==> src/rtl/uart_tx_buffer_injector.sv <==
// UART TX injector: a circular byte buffer that feeds a tx_uart serializer one frame at a time, with a start/done handshake and a programmable gap between frames.
// o_start_tx goes high 2 cycles after i_start. The block waits in FETCH while the buffer is empty. The WAIT_DONE watchdog is built only when UART_INJ_TIMEOUT_EN is defined.
module uart_tx_buffer_injector #(
    parameter int G_DATA_WIDTH        = 8,
    parameter int G_BUFFER_ADDR_WIDTH = 8,
    parameter int G_GAP_WIDTH         = 16,
    parameter int G_TIMEOUT_CYCLES    = 1000000
) (
    input  logic                           clk,
    input  logic                           rst_n,
    input  logic                           i_wr_en,
    input  logic [G_DATA_WIDTH-1:0]        i_wr_data,
    input  logic                           i_clr,
    input  logic                           i_start,
    input  logic [G_BUFFER_ADDR_WIDTH:0]   i_nb_bytes,
    input  logic [G_GAP_WIDTH-1:0]         i_gap,
    output logic                           o_start_tx,
    output logic [G_DATA_WIDTH-1:0]        o_tx_data,
    input  logic                           i_tx_done,
    output logic                           o_busy,
    output logic                           o_done,
    output logic [G_BUFFER_ADDR_WIDTH:0]   o_sent_cnt,
    output logic [G_BUFFER_ADDR_WIDTH:0]   o_level,
    output logic                           o_full,
    output logic                           o_empty,
    output logic                           o_wr_err,
    output logic                           o_timeout
);

    localparam int A     = G_BUFFER_ADDR_WIDTH;
    localparam int LW    = A + 1;
    localparam int GW    = G_GAP_WIDTH;
    localparam int DEPTH = 2 ** A;

    typedef enum logic [2:0] {
        S_IDLE,
        S_FETCH,
        S_START,
        S_WAIT_DONE,
        S_GAP
    } state_t;

    state_t                  r_state;
    state_t                  w_next;

    logic [G_DATA_WIDTH-1:0] r_mem [0:DEPTH-1];
    logic [A-1:0]            r_wr_ptr;
    logic [A-1:0]            r_rd_ptr;
    logic [LW-1:0]           r_level;
    logic                    r_tx_done_q;
    logic [LW-1:0]           r_remaining;
    logic [GW-1:0]           r_gap;
    logic [GW-1:0]           r_gap_cnt;
    logic [LW-1:0]           r_sent_cnt;
    logic [G_DATA_WIDTH-1:0] r_tx_data;
    logic                    r_start_tx;
    logic                    r_done;
    logic                    r_wr_err;

    logic                    w_full;
    logic                    w_empty;
    logic                    w_wr_acc;
    logic                    w_tx_rise;
    logic [LW-1:0]           w_start_rem;
    logic                    w_pop;
    logic                    w_run_load;
    logic                    w_frame_done;
    logic                    w_gap_load;
    logic                    w_done_set;

    assign w_full      = (r_level == LW'(DEPTH));
    assign w_empty     = (r_level == '0);
    assign w_wr_acc    = i_wr_en && !w_full && !i_clr;
    assign w_tx_rise   = i_tx_done && !r_tx_done_q;
    assign w_start_rem = (i_nb_bytes == '0) ? r_level : i_nb_bytes;

`ifdef UART_INJ_TIMEOUT_EN
    localparam int TW = $clog2(G_TIMEOUT_CYCLES + 1);

    logic [TW-1:0] r_to_cnt;
    logic          r_timeout;
    logic          w_to_hit;
    logic          w_to_fire;

    assign w_to_hit = (r_to_cnt == TW'(G_TIMEOUT_CYCLES - 1));
`endif

    always_ff @(posedge clk or negedge rst_n) begin
        if (!rst_n) begin
            r_state <= S_IDLE;
        end else begin
            r_state <= w_next;
        end
    end

    always_comb begin
        w_next       = r_state;
        w_pop        = 1'b0;
        w_run_load   = 1'b0;
        w_frame_done = 1'b0;
        w_gap_load   = 1'b0;
        w_done_set   = 1'b0;
`ifdef UART_INJ_TIMEOUT_EN
        w_to_fire    = 1'b0;
`endif
        case (r_state)
            S_IDLE: begin
                if (i_start) begin
                    w_run_load = 1'b1;
                    if (w_start_rem == '0) begin
                        w_done_set = 1'b1;
                    end else begin
                        w_next = S_FETCH;
                    end
                end
            end
            S_FETCH: begin
                if (!w_empty) begin
                    w_pop  = 1'b1;
                    w_next = S_START;
                end
            end
            S_START: begin
                w_next = S_WAIT_DONE;
            end
            S_WAIT_DONE: begin
                if (w_tx_rise) begin
                    w_frame_done = 1'b1;
                    if (r_remaining == LW'(1)) begin
                        w_done_set = 1'b1;
                        w_next     = S_IDLE;
                    end else if (r_gap == '0) begin
                        w_next = S_FETCH;
                    end else begin
                        w_gap_load = 1'b1;
                        w_next     = S_GAP;
                    end
                end
`ifdef UART_INJ_TIMEOUT_EN
                else if (w_to_hit) begin
                    w_to_fire = 1'b1;
                    w_next    = S_IDLE;
                end
`endif
            end
            S_GAP: begin
                if (r_gap_cnt <= GW'(1)) begin
                    w_next = S_FETCH;
                end
            end
            default: begin
                w_next = S_IDLE;
            end
        endcase
        // Clear overrides everything, including a start or a write in the same cycle.
        if (i_clr) begin
            w_next       = S_IDLE;
            w_pop        = 1'b0;
            w_run_load   = 1'b0;
            w_frame_done = 1'b0;
            w_gap_load   = 1'b0;
            w_done_set   = 1'b0;
`ifdef UART_INJ_TIMEOUT_EN
            w_to_fire    = 1'b0;
`endif
        end
    end

    always_ff @(posedge clk) begin
        if (w_wr_acc) begin
            r_mem[r_wr_ptr] <= i_wr_data;
        end
    end

    always_ff @(posedge clk or negedge rst_n) begin
        if (!rst_n) begin
            r_wr_ptr <= '0;
            r_rd_ptr <= '0;
            r_level  <= '0;
            r_wr_err <= 1'b0;
        end else if (i_clr) begin
            r_wr_ptr <= '0;
            r_rd_ptr <= '0;
            r_level  <= '0;
            r_wr_err <= 1'b0;
        end else begin
            // A write is judged full on the pre-edge level, so a same-cycle pop does not save it.
            r_wr_err <= i_wr_en && w_full;
            if (w_wr_acc) begin
                r_wr_ptr <= r_wr_ptr + 1'b1;
            end
            if (w_pop) begin
                r_rd_ptr <= r_rd_ptr + 1'b1;
            end
            case ({w_wr_acc, w_pop})
                2'b10:   r_level <= r_level + 1'b1;
                2'b01:   r_level <= r_level - 1'b1;
                default: r_level <= r_level;
            endcase
        end
    end

    always_ff @(posedge clk or negedge rst_n) begin
        if (!rst_n) begin
            r_tx_done_q <= 1'b0;
            r_tx_data   <= '0;
            r_start_tx  <= 1'b0;
            r_done      <= 1'b0;
            r_sent_cnt  <= '0;
            r_remaining <= '0;
            r_gap       <= '0;
            r_gap_cnt   <= '0;
        end else begin
            r_tx_done_q <= i_tx_done;
            r_start_tx  <= (r_state == S_START) && !i_clr;
            r_done      <= w_done_set;
            if (w_pop) begin
                r_tx_data <= r_mem[r_rd_ptr];
            end
            if (i_clr) begin
                r_sent_cnt  <= '0;
                r_remaining <= '0;
            end else if (w_run_load) begin
                r_sent_cnt  <= '0;
                r_remaining <= w_start_rem;
                r_gap       <= i_gap;
            end else if (w_frame_done) begin
                r_sent_cnt  <= r_sent_cnt + 1'b1;
                r_remaining <= r_remaining - 1'b1;
            end
            if (w_gap_load) begin
                r_gap_cnt <= r_gap;
            end else if (r_state == S_GAP) begin
                r_gap_cnt <= r_gap_cnt - 1'b1;
            end
        end
    end

`ifdef UART_INJ_TIMEOUT_EN
    // The counter stays at zero outside WAIT_DONE, so each entry starts a fresh count.
    always_ff @(posedge clk or negedge rst_n) begin
        if (!rst_n) begin
            r_to_cnt  <= '0;
            r_timeout <= 1'b0;
        end else begin
            if (r_state == S_WAIT_DONE && !i_clr) begin
                r_to_cnt <= r_to_cnt + 1'b1;
            end else begin
                r_to_cnt <= '0;
            end
            if (i_clr) begin
                r_timeout <= 1'b0;
            end else if (w_to_fire) begin
                r_timeout <= 1'b1;
            end
        end
    end

    assign o_timeout = r_timeout;
`else
    assign o_timeout = 1'b0;
`endif

    assign o_start_tx = r_start_tx;
    assign o_tx_data  = r_tx_data;
    assign o_busy     = (r_state != S_IDLE);
    assign o_done     = r_done;
    assign o_sent_cnt = r_sent_cnt;
    assign o_level    = r_level;
    assign o_full     = w_full;
    assign o_empty    = w_empty;
    assign o_wr_err   = r_wr_err;

endmodule

==> config.mk <==
export PLATFORM = sky130hd
export DESIGN_NAME = uart_tx_buffer_injector
export DESIGN_NICKNAME = d
export VERILOG_FILES = /design/src/rtl/uart_tx_buffer_injector.sv
export SDC_FILE = /design/constraint.sdc
export NUM_CORES = 2
export LEC_CHECK = 0
export ABC_AREA = 1
export CORE_MARGIN = 2
export CORE_UTILIZATION = 45
export DETAILED_ROUTE_END_ITERATION = 7
export DONT_BUFFER_PORTS = 1
export GPL_ROUTABILITY_DRIVEN = 0
export HOLD_SLACK_MARGIN = 0.1
export PLACE_DENSITY = 0.64
export SYNTH_ARGS = -nofsm -noshare
export SYNTH_HDL_FRONTEND = slang
export SYNTH_SLANG_ARGS = --single-unit
==> constraint.sdc <==
create_clock -name clk -period 2.84 [get_ports clk]
set_input_delay 0.71 -clock clk [delete_from_list [all_inputs] [get_ports clk]]
set_output_delay 0.71 -clock clk [all_outputs]
set_load 0.02 [all_outputs]
=== Word level (Yosys, flattened, before mapping) ===
Memory sizes are Yosys's and may differ from the RTL's. A register that Yosys moved wholly into a read port is not among the register bits.
Cells that the tools add are included.

* Memory bits (writable): 2048
* Memories kept: 1
* Input bits: 39
* Word-level logic and storage cells: 104
* Bits in registers: 82
* Output and inout bits: 33

{| class="wikitable"
|+ Memories
! name !! words !! width !! read ports !! clocked after Yosys merged registers in !! write ports !! line !! text
|-
| r_mem || 256 || 8 || 1 || 1 || 1 || 46 || <nowiki>logic [G_DATA_WIDTH-1:0] r_mem [0:DEPTH-1];</nowiki>
|}

* Reduce and logical (&&, ||, !) cells: 22
* Magnitude comparators: 1
* Bitwise gates (word level): 1
* Muxes and demuxes: 47
* Add/subtract/negate cells: 7
* Equality and inequality tests: 13

{| class="wikitable"
|+ Operator list
! operator !! number
|-
| 2-to-1 mux 9 bit || 8
|-
| 2-to-1 mux 16 bit || 2
|-
| 2-to-1 mux 8 bit || 4
|-
| logical NOT 9 bit || 3
|-
| 2-to-1 mux 3 bit || 8
|-
| 2-to-1 mux 1 bit || 22
|-
| adder 9 x 1 -> 9 bit (second input constant) || 2
|-
| case mux 9 bit (2 select lines) || 1
|-
| subtractor 9 x 1 -> 9 bit (second input constant) || 2
|-
| adder 8 x 1 -> 8 bit (second input constant) || 2
|-
| <= comparator 16 x 1 -> 1 bit (second input constant) || 1
|-
| logical NOT 16 bit || 1
|-
| subtractor 16 x 1 -> 16 bit (second input constant) || 1
|-
| inequality test 3 bit (second input constant) || 5
|-
| case mux 3 bit (5 select lines) || 1
|-
| == test 9 x 1 -> 1 bit (second input constant) || 1
|-
| == test 9 bit (second input constant) || 1
|-
| nonzero test 3 bit || 3
|-
| == test 3 x 2 -> 1 bit (second input constant) || 2
|-
| nonzero test 2 bit || 3
|-
| logical AND 1 bit || 5
|-
| AND reduction 5 bit || 1
|-
| logical NOT 1 bit || 4
|-
| == test 3 x 1 -> 1 bit (second input constant) || 1
|-
| 7 further kinds || 7
|}

=== Longest topological paths before layout ===
* Depth after elaboration: 8
* Gate-level depth with buffers: 17
* Mapped depth without buffers: 16

=== Worst setup path before layout ===
No wires, ideal clock.

* Kind: register -> register
* From: reg r_level[0] (netlist: o_level[0])
* To: reg r_level[6] (netlist: o_level[6])
* Data required time: 2.708 ns
* Stages on the path, launching flop included: 17
* Setup time: 0.132 ns
* Buffers on the path: 0
* Arrival time: 2.690 ns
* Period minus slack after synthesis: 2.822 ns
* Setup slack: 0.018 ns
* Path through: dfrtp_1 inv_1 nand4_1 nor2_1 nand2_1 inv_1 nor2_2 nand2_1 nor2_1 ha_1 a21oi_1 nand2_1 nand2_1 nand2_1 a21oi_1 xor2_1 o22ai_1

* Longest elaborated chain between the ends: 7
* Elaborated cells on any way between the ends: 15
* Classes of those cells: add/sub: 2; eq/ne: 3; mux: 5; reduce/logical: 5

{| class="wikitable"
|+ RTL lines
! what !! line !! text
|-
| start: declaration || 49 || <nowiki>logic [LW-1:0] r_level;</nowiki>
|-
| start signal: assignment || 196 || <nowiki>2'b10: r_level <= r_level + 1'b1;</nowiki>
|-
| start signal: assignment || 197 || <nowiki>2'b01: r_level <= r_level - 1'b1;</nowiki>
|-
| start signal: assignment || 198 || <nowiki>default: r_level <= r_level;</nowiki>
|-
| logical NOT 9 bit (*) || 72 || <nowiki>assign w_empty = (r_level == '0);</nowiki>
|-
| net o_empty || 25 || <nowiki>output logic o_empty,</nowiki>
|-
| 2-to-1 mux 1 bit (*) || 118 || <nowiki>if (!w_empty) begin</nowiki>
|-
| 2-to-1 mux 1 bit (*) || 106 || <nowiki>case (r_state)</nowiki>
|-
| 2-to-1 mux 1 bit (*) || 156 || <nowiki>if (i_clr) begin</nowiki>
|-
| == test 2 x 1 -> 1 bit or == test 2 bit (tied branches) || 195 || <nowiki>case ({w_wr_acc, w_pop})</nowiki>
|-
| case mux 9 bit (2 select lines) || 195 ||
|-
| 2-to-1 mux 9 bit || 181 || <nowiki>end else if (i_clr) begin</nowiki>
|}

Mark *: on every way through the listed nets, which the timed path passes. The rest lies on a longest branch.
A chain may end at the register's enable or synchronous reset.

==> metrics.md <==
| Metric | Value |
|---|---|
| Clock sink count | `around 2.1k` |
| Setup TNS | `0 ns` |
| Final WL | `254,000 microns` |
| Die W | `458 microns` |
| Detailed Routing Iterations Pass 1 | `6` |
| Slew Limit Headroom | `0.268` |
| Crit Path Class | `flop to flop` |
| Vias in the first global route | `61.6k` |
| Vias | `63.5k` |
| Ys async rst share | `0.0421` |
| Minimum clock period | `2.77 ns` |
| Synth top area share | `0.664` |
| Area Overhead vs Synth | `14.6%` |
| CTS Buf Count | `approximately 220` |
| Outcome | `completed` |
| CP Capture Point | `o_tx_data[2]$_DFFE_PN0P_` |
| Per-cell routed wire length | `21.7 microns` |
| DRT iter0 DRCs | `around 7.6k` |
| Post-DP HPWL | `138,000 microns` |
| Arr. time, crit path | `3.56 ns` |
| CTS Root Cell | `clkbuf_16` |
| Layout cells sized above 1 | `0.119` |
| Seq cells post-synth | `2,138` |
| Slew @ Worst Pin | `about 1.1 ns` |
| Design area | `0.106 sq mm` |
| Highest Clock Rate | `361 MHz` |
| Maxcap violations | `0` |
| Port Buffers | `0` |
| First-pass GRT wire length | `~380,000 microns` |
| Total Nets Final | `8,881` |
| Post-synth cell types | `47` |
| Worst skew pair latency | `around 0.88 ns` |
| Count leader, synth | `nand2_1` |
| Worst-case clock buffer depth | `3` |
| Worst vdd ir | `~570 uV` |
| Grt ovf | `0` |
| Vias per std cell | `about 5.4` |
| R2R depth | `13` |
| # setup viols final | `0` |
| All-Layer GR Usage | `0.237` |
| Antenna violations before repair | `7` |
| Prevailing post-synth register cell | `edfxtp_1` |
| Die height | `458 microns` |
| RR Startpoint | `r_rd_ptr[0]$_DFFE_PN0P_` |
| Most frequent cells after synthesis | `nand2_1 (2,621), edfxtp_1 (2,048), inv_1 (769)` |
| Post-Syn Area | `between 0.09 and 0.1 sq mm` |
| Reg2reg end | `o_tx_data[2]$_DFFE_PN0P_` |
| Non-filler cells, final | `between 10k and 15k` |
| Core Region | `between 0.2 and 0.25 sq mm` |
| Pwr dens | `748 mW/mm^2` |
| Number of synthesized flops with an enable pin | `2,048` |
| DRC | `0` |
| Worst hold path class | `input port to flop` |
| Sequential area share after synthesis | `0.688` |
| Placed Area | `about 0.098 sq mm` |
| YS warnings | `0` |
| Fin. max-slew vios | `0` |
| Pin count of the biggest net entering global routing | `between 200 and 300` |
| Post-synthesis instance total | `about 8.5k` |
| Worst setup SP type | `flop` |
| Initial Util | `0.453` |
| Top cells by area, synth | `edfxtp_1 (66%), nand2_1 (11%), nand3_1 (4.1%), inv_1 (3.1%), dfrtp_1 (2.4%)` |
| Synth Area per Inst | `10.9 sq um` |
| H-tree levels | `4` |
| Static Leak | `roughly 40 nW` |
| Final ANT Viol Nets | `0` |
| CP endpoint kind | `flop` |
| Syn_nets | `between 8k and 9k` |
| CTS tree | `built` |
| Clock slew at reported path FFs | `roughly 0.060 ns` |
| I/O pin cnt | `72` |
| Clock skew | `0.0361 ns` |
| Critical path peak fanout | `54` |
| Die area | `0.209 sq mm` |
| Final Hold Fails | `0` |
| Rows | `166` |
| R2R Setup Slk | `0.07 ns` |
| # placed instances | `~11k` |
| Area leader, netlist | `edfxtp_1` |
| Critical path startpoint | `r_rd_ptr[0]$_DFFE_PN0P_` |
| Final worst path period share | `0.974` |
| Worst path required time | `3.63 ns` |
| Final core occ | `0.519` |
| Final hold slack | `0.174 ns` |
-- report_power, final --
group          internal, mW  switching, mW
Sequential             35.0          0.541
Combinational          5.64           10.8
Clock                  15.4           12.0
-- worst min-delay path by stage --
stage	depth (start not counted)	to	start
after detailed placement	0	r_gap[15]$_DFFE_PN0P_	rst_n
after global placement	0	r_gap[11]$_DFFE_PN0P_	rst_n
after CTS	0	r_mem[69][0]$_DFFE_PP_	i_wr_data[0]
after floorplan	0	o_done$_DFF_PN0_	rst_n
final	4	r_remaining[0]$_DFFE_PN0P_	i_nb_bytes[0]
after global routing	0	r_mem[213][0]$_DFFE_PP_	i_wr_data[0]
-- kinds of logic (layout without fill, tap and decap cells) --
| logic type | after synthesis | after routing | synth area share |
|---|---|---|---|
| buffers and inverters | 1277 | 1773 | 0.0602 |
| other | 1 | 2 | 0.0000405 |
| AOI/OAI and AO/OA | 651 | 651 | 0.0457 |
| DFF | 2138 | 2138 | 0.688 |
| and+or+nand+nor | 4412 | 4413 | 0.202 |
| adders and majority gates | 18 | 18 | 0.00251 |
| xor gates and xnor gates | 17 | 17 | 0.00161 |
-- placed cells by master, fill, tap and decap left out, types with 5 or more instances in the layout --
cell	synthesis	final
o211ai_2	93	93
xor2_1	12	12
nand3_1	762	743
o21ai_1	8	8
o21ai_0	244	244
ha_1	17	17
dfrtp_1	90	85
buf_4	25	456
clkinv_2	0	34
buf_12	3	59
dlygate4sd3_1	0	35
nand4_1	27	27
nor3_2	66	67
clkinv_8	0	6
buf_6	42	8
or2_0	63	63
a21oi_1	197	196
nor3_1	282	281
buf_16	0	23
o211ai_1	73	73
clkbuf_8	0	5
nor2_1	521	518
nand3_2	0	17
bufinv_16	0	12
inv_1	769	764
nor2_2	3	6
o221ai_1	9	9
clkinv_1	7	59
or2_2	30	30
clkbuf_16	0	226
inv_2	2	5
or2_1	28	28
xnor2_1	5	5
clkbuf_1	200	65
o22ai_1	12	12
nand2_1	2621	2620
edfxtp_1	2048	2048
-- metal layers --
layer / GRT usage / up-vias / share of wire
met5: 0 / - / 0.000051
met2: 0.388 / 2653 / 0.48
met3: 0.0351 / 435 / 0.079
li1: - / 29400 / -
met4: 0.0819 / 2 / 0.032
met1: 0.323 / 31000 / 0.41
-- area by class of cell --
type                       count  area [sq um]
sequential                  2138         63800
antenna                        1          2.50
clock buffer                 289          5790
fill                       17500         98400
clock inverter               117           970
inverter                     778          2950
timing repair buffer         589          5870
multi-input combinational   5100         23500
tap                         2688          3360
-- metrics by stage --
| stage | power, mW | setup slack (ns) |
|---|---|---|
| floorplan | 47.0 | 0.0182 |
| global placement | 51.4 | -0.190 |
| detailed placement | 51.6 | -0.194 |
| CTS | 79.3 | -0.0367 |
| global route | 82.7 | -0.00776 |
| finish | 79.4 | 0.0737 |
-- registers in the layout, indices dropped and copies added, names as in the netlist, 3 cells and up --
register,flops
r_mem,2048
r_gap,16
r_gap_cnt,16
o_level,9
o_sent_cnt,9
r_remaining,9
o_tx_data,8
r_rd_ptr,8
r_wr_ptr,8
r_state,3
-- repair_timing --
action | CTS | global route
buffers inserted | 1 | 0
setup endpoints to repair | 9 | 59
hold buffers | 49 | 6
hold endpoints to repair | 770 | 98
gates resized for setup | 10 | 35
pin swaps | 0 | 3
gates cloned | 1 | 8
-- worst max-delay path, cell delays in order, from the launching register on --
cell     delay [ns]
dfrtp_4        0.52
buf_6          0.21
buf_16         0.24
buf_12         0.20
nor3_1         0.07
nor3_1         0.23
nand2_1        0.11
nand3_1        0.12
nand3_1        0.14
nand3_1        0.21
nand3_1        0.22
nand3_1        0.21
nand3_1        0.09
nand2_1        0.07
Note: power is estimated with default switching activity, not from simulation.
